`config.mk`:
```
export PLATFORM = sky130hd
export DESIGN_NAME = mem_access_ctrl_flat
export DESIGN_NICKNAME = d
export VERILOG_FILES = /design/src/rtl/mem_access_ctrl_pkg.sv /design/src/rtl/mem_access_ctrl_if.sv /design/src/rtl/mem_access_ctrl_reg_16.sv /design/src/rtl/mem_access_ctrl.sv /design/src/flat_wrapper.sv
export SDC_FILE = /design/constraint.sdc
export NUM_CORES = 1
export LEC_CHECK = 0
export ABC_AREA = 1
export BUFFER_PORTS_ARGS = -buffer_cell sky130_fd_sc_hd__buf_4
export CAP_MARGIN = 20
export CORE_AREA = 2 2 70 72
export DETAILED_ROUTE_END_ITERATION = 7
export DIE_AREA = 0 0 72 74
export PLACE_DENSITY_LB_ADDON = 0.05
export SETUP_SLACK_MARGIN = 0.2
export SKIP_CTS_REPAIR_TIMING = 1
export SLEW_MARGIN = 20
export SYNTH_ARGS = -nofsm -noshare
export SYNTH_HDL_FRONTEND = slang
export SYNTH_SLANG_ARGS = --single-unit
export TNS_END_PERCENT = 1
```
`constraint.sdc`:
```
create_clock -name Clk -period 2.55 [get_ports Clk]
set_input_delay 0.1275 -clock Clk [delete_from_list [all_inputs] [get_ports Clk]]
set_output_delay 0.1275 -clock Clk [all_outputs]
set_load 0.01 [all_outputs]
```
`src/rtl/mem_access_ctrl_pkg.sv`:
```
// Purpose: shared types and constants for the MAR/MDR memory access controller.
// Latency: n/a (types and constants only).
// Backpressure: n/a.
//
// Contents:
//   state_t                - controller FSM state encoding
//   DEFAULT_TIMEOUT_CYCLES - default wait budget for mem_ready when the
//                            timeout build option (MEM_TIMEOUT_EN) is enabled
//   cnt_width()            - width helper for the wait counter
package slc3_mem_pkg;

    typedef enum logic [1:0] {
        IDLE   = 2'd0,
        RD_ACC = 2'd1,
        WR_ACC = 2'd2,
        DONE   = 2'd3
    } state_t;

    localparam int unsigned DEFAULT_TIMEOUT_CYCLES = 15;

    // The counter only ever holds 0 .. limit-1, so clog2(limit) bits would do,
    // but a limit of 1 would then give a zero-width counter; keep at least 1 bit.
    function automatic int unsigned cnt_width(input int unsigned limit);
        int unsigned w;
        w = $clog2(limit + 1);
        return (w < 1) ? 1 : w;
    endfunction

endpackage

```
`src/rtl/mem_access_ctrl_if.sv`:
```
// Purpose: memory-side port bundle between the access controller and a memory.
// Latency: n/a (wires only).
// Backpressure: memory stalls the controller by holding mem_ready low.
//
// Signals:
//   mem_addr  [15:0] controller -> memory, access address
//   mem_wdata [15:0] controller -> memory, write data
//   mem_ce           controller -> memory, access active
//   mem_we           controller -> memory, write strobe (only with mem_ce)
//   mem_rdata [15:0] memory -> controller, read data, valid with mem_ready
//   mem_ready        memory -> controller, current access completes this cycle
interface mem_access_ctrl_if;

    logic [15:0] mem_addr;
    logic [15:0] mem_wdata;
    logic        mem_ce;
    logic        mem_we;
    logic [15:0] mem_rdata;
    logic        mem_ready;

    modport master (
        output mem_addr,
        output mem_wdata,
        output mem_ce,
        output mem_we,
        input  mem_rdata,
        input  mem_ready
    );

    modport slave (
        input  mem_addr,
        input  mem_wdata,
        input  mem_ce,
        input  mem_we,
        output mem_rdata,
        output mem_ready
    );

endinterface

```
`src/rtl/mem_access_ctrl_reg_16.sv`:
```
// Purpose: 16-bit register with load enable and synchronous active-high reset.
// Latency: 1 cycle from ld to q.
// Backpressure: none.
//
// Ports:
//   Clk, Reset  clock and synchronous reset (reset wins over ld)
//   ld          load enable
//   d [15:0]    data in
//   q [15:0]    registered value
module reg_16 (
    input  logic        Clk,
    input  logic        Reset,
    input  logic        ld,
    input  logic [15:0] d,
    output logic [15:0] q
);

    always_ff @(posedge Clk) begin
        if (Reset) begin
            q <= 16'h0000;
        end else if (ld) begin
            q <= d;
        end
    end

endmodule

```
`src/rtl/mem_access_ctrl.sv`:
```
// Purpose: MAR/MDR memory access controller; runs one read or write per request.
// Latency: request -> mem_ce next cycle; mem_ready -> done next cycle (>= 2 cycles total).
// Backpressure: memory stalls via mem_ready; requests/loads outside IDLE are dropped.
//
// Build option: define MEM_TIMEOUT_EN to abort an access after TIMEOUT_CYCLES
// access cycles without mem_ready (done and err pulse together, MDR kept).
// Without it the controller waits forever and err is tied low.
//
// Ports:
//   Clk, Reset        clock, synchronous active-high reset (highest priority)
//   bus_in [15:0]     datapath value for MAR/MDR loads
//   ld_mar, ld_mdr    load MAR / MDR from bus_in (IDLE only)
//   rd_req, wr_req    start read / write (IDLE only, read wins if both)
//   mem               memory-side bundle (mem_access_ctrl_if.master)
//   MAR, MDR [15:0]   address and data registers
//   busy              access in progress (RD_ACC / WR_ACC)
//   done              one-cycle completion pulse
//   err               one-cycle timeout pulse, coincident with done
module mem_access_ctrl
    import slc3_mem_pkg::*;
#(
    parameter int unsigned TIMEOUT_CYCLES = DEFAULT_TIMEOUT_CYCLES
) (
    input  logic                     Clk,
    input  logic                     Reset,
    input  logic [15:0]              bus_in,
    input  logic                     ld_mar,
    input  logic                     ld_mdr,
    input  logic                     rd_req,
    input  logic                     wr_req,
    mem_access_ctrl_if.master        mem,
    output logic [15:0]              MAR,
    output logic [15:0]              MDR,
    output logic                     busy,
    output logic                     done,
    output logic                     err
);

    state_t      state;
    state_t      state_nxt;

    logic        mar_ld;
    logic        mdr_ld;
    logic [15:0] mdr_d;
    logic        in_access;
    logic        timeout_hit;

    // ------------------------------------------------------------------
    // Address and data registers
    // ------------------------------------------------------------------
    reg_16 u_mar (
        .Clk   (Clk),
        .Reset (Reset),
        .ld    (mar_ld),
        .d     (bus_in),
        .q     (MAR)
    );

    reg_16 u_mdr (
        .Clk   (Clk),
        .Reset (Reset),
        .ld    (mdr_ld),
        .d     (mdr_d),
        .q     (MDR)
    );

    assign in_access = (state == RD_ACC) || (state == WR_ACC);

    // ------------------------------------------------------------------
    // Optional wait counter
    // ------------------------------------------------------------------
`ifdef MEM_TIMEOUT_EN
    localparam int unsigned CNT_W = cnt_width(TIMEOUT_CYCLES);

    logic [CNT_W-1:0] wait_cnt;
    logic             err_q;

    // wait_cnt holds the zero-based index of the current access cycle; it sits
    // at 0 outside an access, so every access starts counting from 0.
    assign timeout_hit = in_access && (wait_cnt == CNT_W'(TIMEOUT_CYCLES - 1));

    always_ff @(posedge Clk) begin
        if (Reset) begin
            wait_cnt <= '0;
            err_q    <= 1'b0;
        end else begin
            if (in_access && !mem.mem_ready && !timeout_hit) begin
                wait_cnt <= wait_cnt + CNT_W'(1);
            end else begin
                wait_cnt <= '0;
            end
            // mem_ready in the last allowed cycle is a normal completion.
            err_q <= timeout_hit && !mem.mem_ready;
        end
    end

    assign err = err_q && (state == DONE);
`else
    // Parameter is kept for interface compatibility; it has no effect here.
    logic timeout_param_unused;
    assign timeout_param_unused = (TIMEOUT_CYCLES != 0);

    assign timeout_hit = 1'b0;
    assign err         = 1'b0;
`endif

    // ------------------------------------------------------------------
    // Controller FSM
    // ------------------------------------------------------------------
    always_ff @(posedge Clk) begin
        if (Reset) begin
            state <= IDLE;
        end else begin
            state <= state_nxt;
        end
    end

    always_comb begin
        state_nxt = state;
        mar_ld    = 1'b0;
        mdr_ld    = 1'b0;
        mdr_d     = bus_in;

        case (state)
            IDLE: begin
                // Loads and a request in the same cycle are fine: the access
                // starts next cycle, by which time MAR/MDR hold the new values.
                mar_ld = ld_mar;
                mdr_ld = ld_mdr;
                if (rd_req) begin
                    state_nxt = RD_ACC;
                end else if (wr_req) begin
                    state_nxt = WR_ACC;
                end
            end

            RD_ACC: begin
                if (mem.mem_ready) begin
                    mdr_ld    = 1'b1;
                    mdr_d     = mem.mem_rdata;
                    state_nxt = DONE;
                end else if (timeout_hit) begin
                    state_nxt = DONE;
                end
            end

            WR_ACC: begin
                if (mem.mem_ready || timeout_hit) begin
                    state_nxt = DONE;
                end
            end

            DONE: begin
                state_nxt = IDLE;
            end

            default: begin
                state_nxt = IDLE;
            end
        endcase
    end

    // ------------------------------------------------------------------
    // Outputs (decoded from state and registers only)
    // ------------------------------------------------------------------
    assign mem.mem_addr  = MAR;
    assign mem.mem_wdata = MDR;
    assign mem.mem_ce    = in_access;
    assign mem.mem_we    = (state == WR_ACC);
    assign busy          = in_access;
    assign done          = (state == DONE);

endmodule

```
`src/flat_wrapper.sv`:
```
// flat-port wrapper written by rule: the top's interface ports become plain ports
module mem_access_ctrl_flat import slc3_mem_pkg::*;
#(
    parameter int unsigned TIMEOUT_CYCLES = DEFAULT_TIMEOUT_CYCLES
)
  (Clk, Reset, bus_in, ld_mar, ld_mdr, rd_req, wr_req, MAR, MDR, busy, done, err, mem_mem_addr, mem_mem_wdata, mem_mem_ce, mem_mem_we, mem_mem_rdata, mem_mem_ready);
  mem_access_ctrl_if mem_i ();
  input  logic Clk;
  input  logic Reset;
  input  logic [15:0] bus_in;
  input  logic ld_mar;
  input  logic ld_mdr;
  input  logic rd_req;
  input  logic wr_req;
  output logic [15:0] MAR;
  output logic [15:0] MDR;
  output logic busy;
  output logic done;
  output logic err;
  output wire logic [$bits(mem_i.mem_addr)-1:0] mem_mem_addr;
  output wire logic [$bits(mem_i.mem_wdata)-1:0] mem_mem_wdata;
  output wire logic [$bits(mem_i.mem_ce)-1:0] mem_mem_ce;
  output wire logic [$bits(mem_i.mem_we)-1:0] mem_mem_we;
  input wire logic [$bits(mem_i.mem_rdata)-1:0] mem_mem_rdata;
  input wire logic [$bits(mem_i.mem_ready)-1:0] mem_mem_ready;
  assign mem_mem_addr = mem_i.mem_addr;
  assign mem_mem_wdata = mem_i.mem_wdata;
  assign mem_mem_ce = mem_i.mem_ce;
  assign mem_mem_we = mem_i.mem_we;
  assign mem_i.mem_rdata = mem_mem_rdata;
  assign mem_i.mem_ready = mem_mem_ready;
  mem_access_ctrl #(.TIMEOUT_CYCLES(TIMEOUT_CYCLES)) u_core (.Clk(Clk), .Reset(Reset), .bus_in(bus_in), .ld_mar(ld_mar), .ld_mdr(ld_mdr), .rd_req(rd_req), .wr_req(wr_req), .mem(mem_i), .MAR(MAR), .MDR(MDR), .busy(busy), .done(done), .err(err));
endmodule
```
==> key figures <==
Finish
  – Final core utilization: 0.5325
  – Final instance area: 2449 um^2
  – ANT cells: 0
  – Area grow syn2layout: 36.19%
  – Nets@finish: 372
  – Share of cells above drive strength 1: 0.3659

Route
  – DRC Markers: 0
  – DR WL/cell: 12.56 um
  – Vias: 1741
  – Vias per inst: 4.558
  – Routed Antenna Nets: 0
  – DR iter-0 viols: 78
  – Pre-antenna DRT Iters: 4
  – Final wirelength: 4.797 mm

Synth
  – Post-synth EDFFs: 0
  – Register area share after synthesis: 0.3786
  – Synth Cell Area: 1798 um^2
  – Post-synthesis cell count: 257
  – Area leader, netlist: dfxtp_1
  – Top cell type's share of synthesized area: 0.3786
  – Synth Area per Inst: 6.996 um^2
  – Ys flop type: dfxtp_1
  – Post-synthesis cell type count: 16
  – Ys Warns: 0
  – Syn Nets: 301
  – FF+latch count, synth: 34
  – Asr flop ratio synth: 0
  – Synth top area cells: dfxtp_1, buf_4, nand3_1, nand2_1, nor2_1

Floorplan
  – Die area: 5328 um^2
  – Die Wd: 72 um
  – Placeable Area: 4598 um^2
  – IO Count: 108
  – Initial core utilization: 0.3910
  – Chip Height: 74 um
  – Site row count: 25

Status
  – Outcome: completed

Setup path
  – Max incr delay on CP: 0.33 ns
  – Crit path required time: 2.77 ns
  – Worst setup path class: flip-flop to flip-flop
  – Top delay family on crit path: simple AND/OR/NAND/NOR gates
  – CP startpoint kind: flip-flop
  – Worst path cell trace: inv_1 -> ha_1 -> nand2_2 -> inv_2 -> nand3_1 -> nand3_1 -> nand2_1 -> inv_1
  – CP Capture Type: flip-flop
  – Slowest cell on crit path: dfxtp_1
  – WP buf/inv: 3
  – R2R Setup Slk: 0.89 ns
  – Crit path max fanout: 18
  – CP arrival: 1.88 ns

Timing
  – Setup violators final: 0
  – Clock Skews: 0.005186 ns
  – RSZ-0062 raised after global routing: false
  – Final period util: 0.6502
  – Fin. Hold Viols: 0
  – Fin. max-slew vios: 0
  – Setup TNS Final: 0 ns
  – Max Clk Rate: 603.2 MHz
  – Fin crit period: 1.658 ns
  – Slew headroom: 0.3741
  – Least-Margin Pin Slew: 0.9379 ns

Pwr
  – P_leak: 1.376 nW
  – PwrDens: 1020 nW/um^2
  – Max VDD drop: 0.6109 mV

Clock tree
  – Clock root cell: clkbuf_8
  – Reg clk slew, reported paths: 0.07 ns
  – Clk buf depth: 2
  – Sink Count: 34
  – CTS H-tree lvls: 2
  – Cts bufs inserted: 5
  – CTS tree: yes
  – Clock latency on the worst-skew pair: 0.28 ns

Global routing
  – Vias in the first global route: 1510
  – M2 GR Usage: 0.2737
  – Met3 Use GR: 0.03794
  – Initial antenna violation count: 0
  – Met1 track demand over resource: 0.2479
  – Remaining Overflow, GRT: 0
  – All-Layer GR Usage: 0.1760
  – Largest net degree at the start of global routing: 34
  – Global-route wire length before repair: 7.293 mm
  – GRT busiest layer: met2

Job
  – Number of max-cap violations: 0

Placed design
  – Port Buffers: 106
  – Detailed placement HPWL: 3.600 mm
  – Gpl congestion: 0.7238
  – Placed cell area: 2360 um^2

Min path
  – Worst hold path type: input port to flip-flop
[where the power goes]
part / total (mW) / internal, mW / leakage, nW / switching (mW)
Clock: 0.373 / 0.183 / 0.0438 / 0.190
Sequential: 0.799 / 0.682 / 0.280 / 0.117
Combinational: 1.32 / 0.611 / 1.05 / 0.713
Total: 2.50 / 1.48 / 1.38 / 1.02
[cell usage in the layout (no fill, tap or decap)]
cell type      Yosys  routed
clkbuf_8           0       5
o21ai_0           17      17
ha_1               5       5
clkinv_2           0       2
conb_1             1       1
inv_2              3       3
nand3_1           48      48
nand2_1           43      43
dfxtp_1           34      34
dlygate4sd3_1      0       1
nand2_2            2       2
nor2_1            35      35
buf_4             36     108
a21oi_1            2       2
inv_1             22      22
[worst min-delay path: cells and delay by family]
family | cells | cell delay [ns]
AO/OA/AOI/OAI | 1 | 0.11
buffers and inverters | 2 | 0.12
[metrics by stage]
| stage | std cells | hold slack (ns) | worst slack (ns) | power (mW) |
|---|---|---|---|---|
| finish | 382 | 0.1063 | 0.8921 | 2.496 |
| global route | 382 | 0.1234 | 0.6940 | 2.686 |
| CTS | 381 | -0.0004611 | 0.8874 | 2.518 |
| detailed placement | 374 | 0.2981 | 0.9103 | 2.142 |
| global placement | 374 | 0.2937 | 0.9330 | 2.123 |
| floorplan | 257 | 0.1966 | 1.263 | 1.728 |
[layer usage]
layer,part of all wire,vias to the layer above
met1,0.47,764
met3,0.072,2
li1,-,913
met5,0,-
met4,0.0052,0
met2,0.45,62
[registers in the layout (all words and copies together) (netlist names)]
signal / flops
u_core.state: 2
u_core.u_mar.q: 16
u_core.u_mdr.q: 16
[area by class of cell]
| cell class | instances | area (um^2) |
|---|---|---|
| multi-input cells | 153 | 706.9 |
| clock inverters | 2 | 10.01 |
| fillers | 472 | 2150 |
| flip-flops and latches | 34 | 680.7 |
| repair buffers | 109 | 820.8 |
| clock buffers | 5 | 68.82 |
| well taps | 54 | 67.56 |
| inverters | 25 | 93.84 |
[synth_stat cells, types with 2 or more instances]
cell type  instances
a21oi_1            2
buf_2              4
buf_4             36
clkbuf_1           3
dfxtp_1           34
ha_1               5
inv_1             22
inv_2              3
nand2_1           43
nand2_2            2
nand3_1           48
nor2_1            35
o21ai_0           17
[final timing paths]
path                            cells after the start            endpoint               start
worst max-delay path                                8  u_core.u_mdr.q[11]     u_core.state[1]
worst min-delay path                                3  u_core.u_mar.q[13]          bus_in[13]
worst max register to register                      8  u_core.u_mdr.q[11]     u_core.state[1]
worst min register to register                      2  u_core.u_mar.q[11]  u_core.u_mar.q[11]
[cells by family after synthesis]
logic type,synth area share
buffers and inverters,0.2283
AOI/OAI and AO/OA,0.05289
adders and majority gates,0.03479
and+or+nand+nor,0.3034
DFF,0.3786
other,0.002086
No activity file was read; power rests on OpenSTA's default activity.
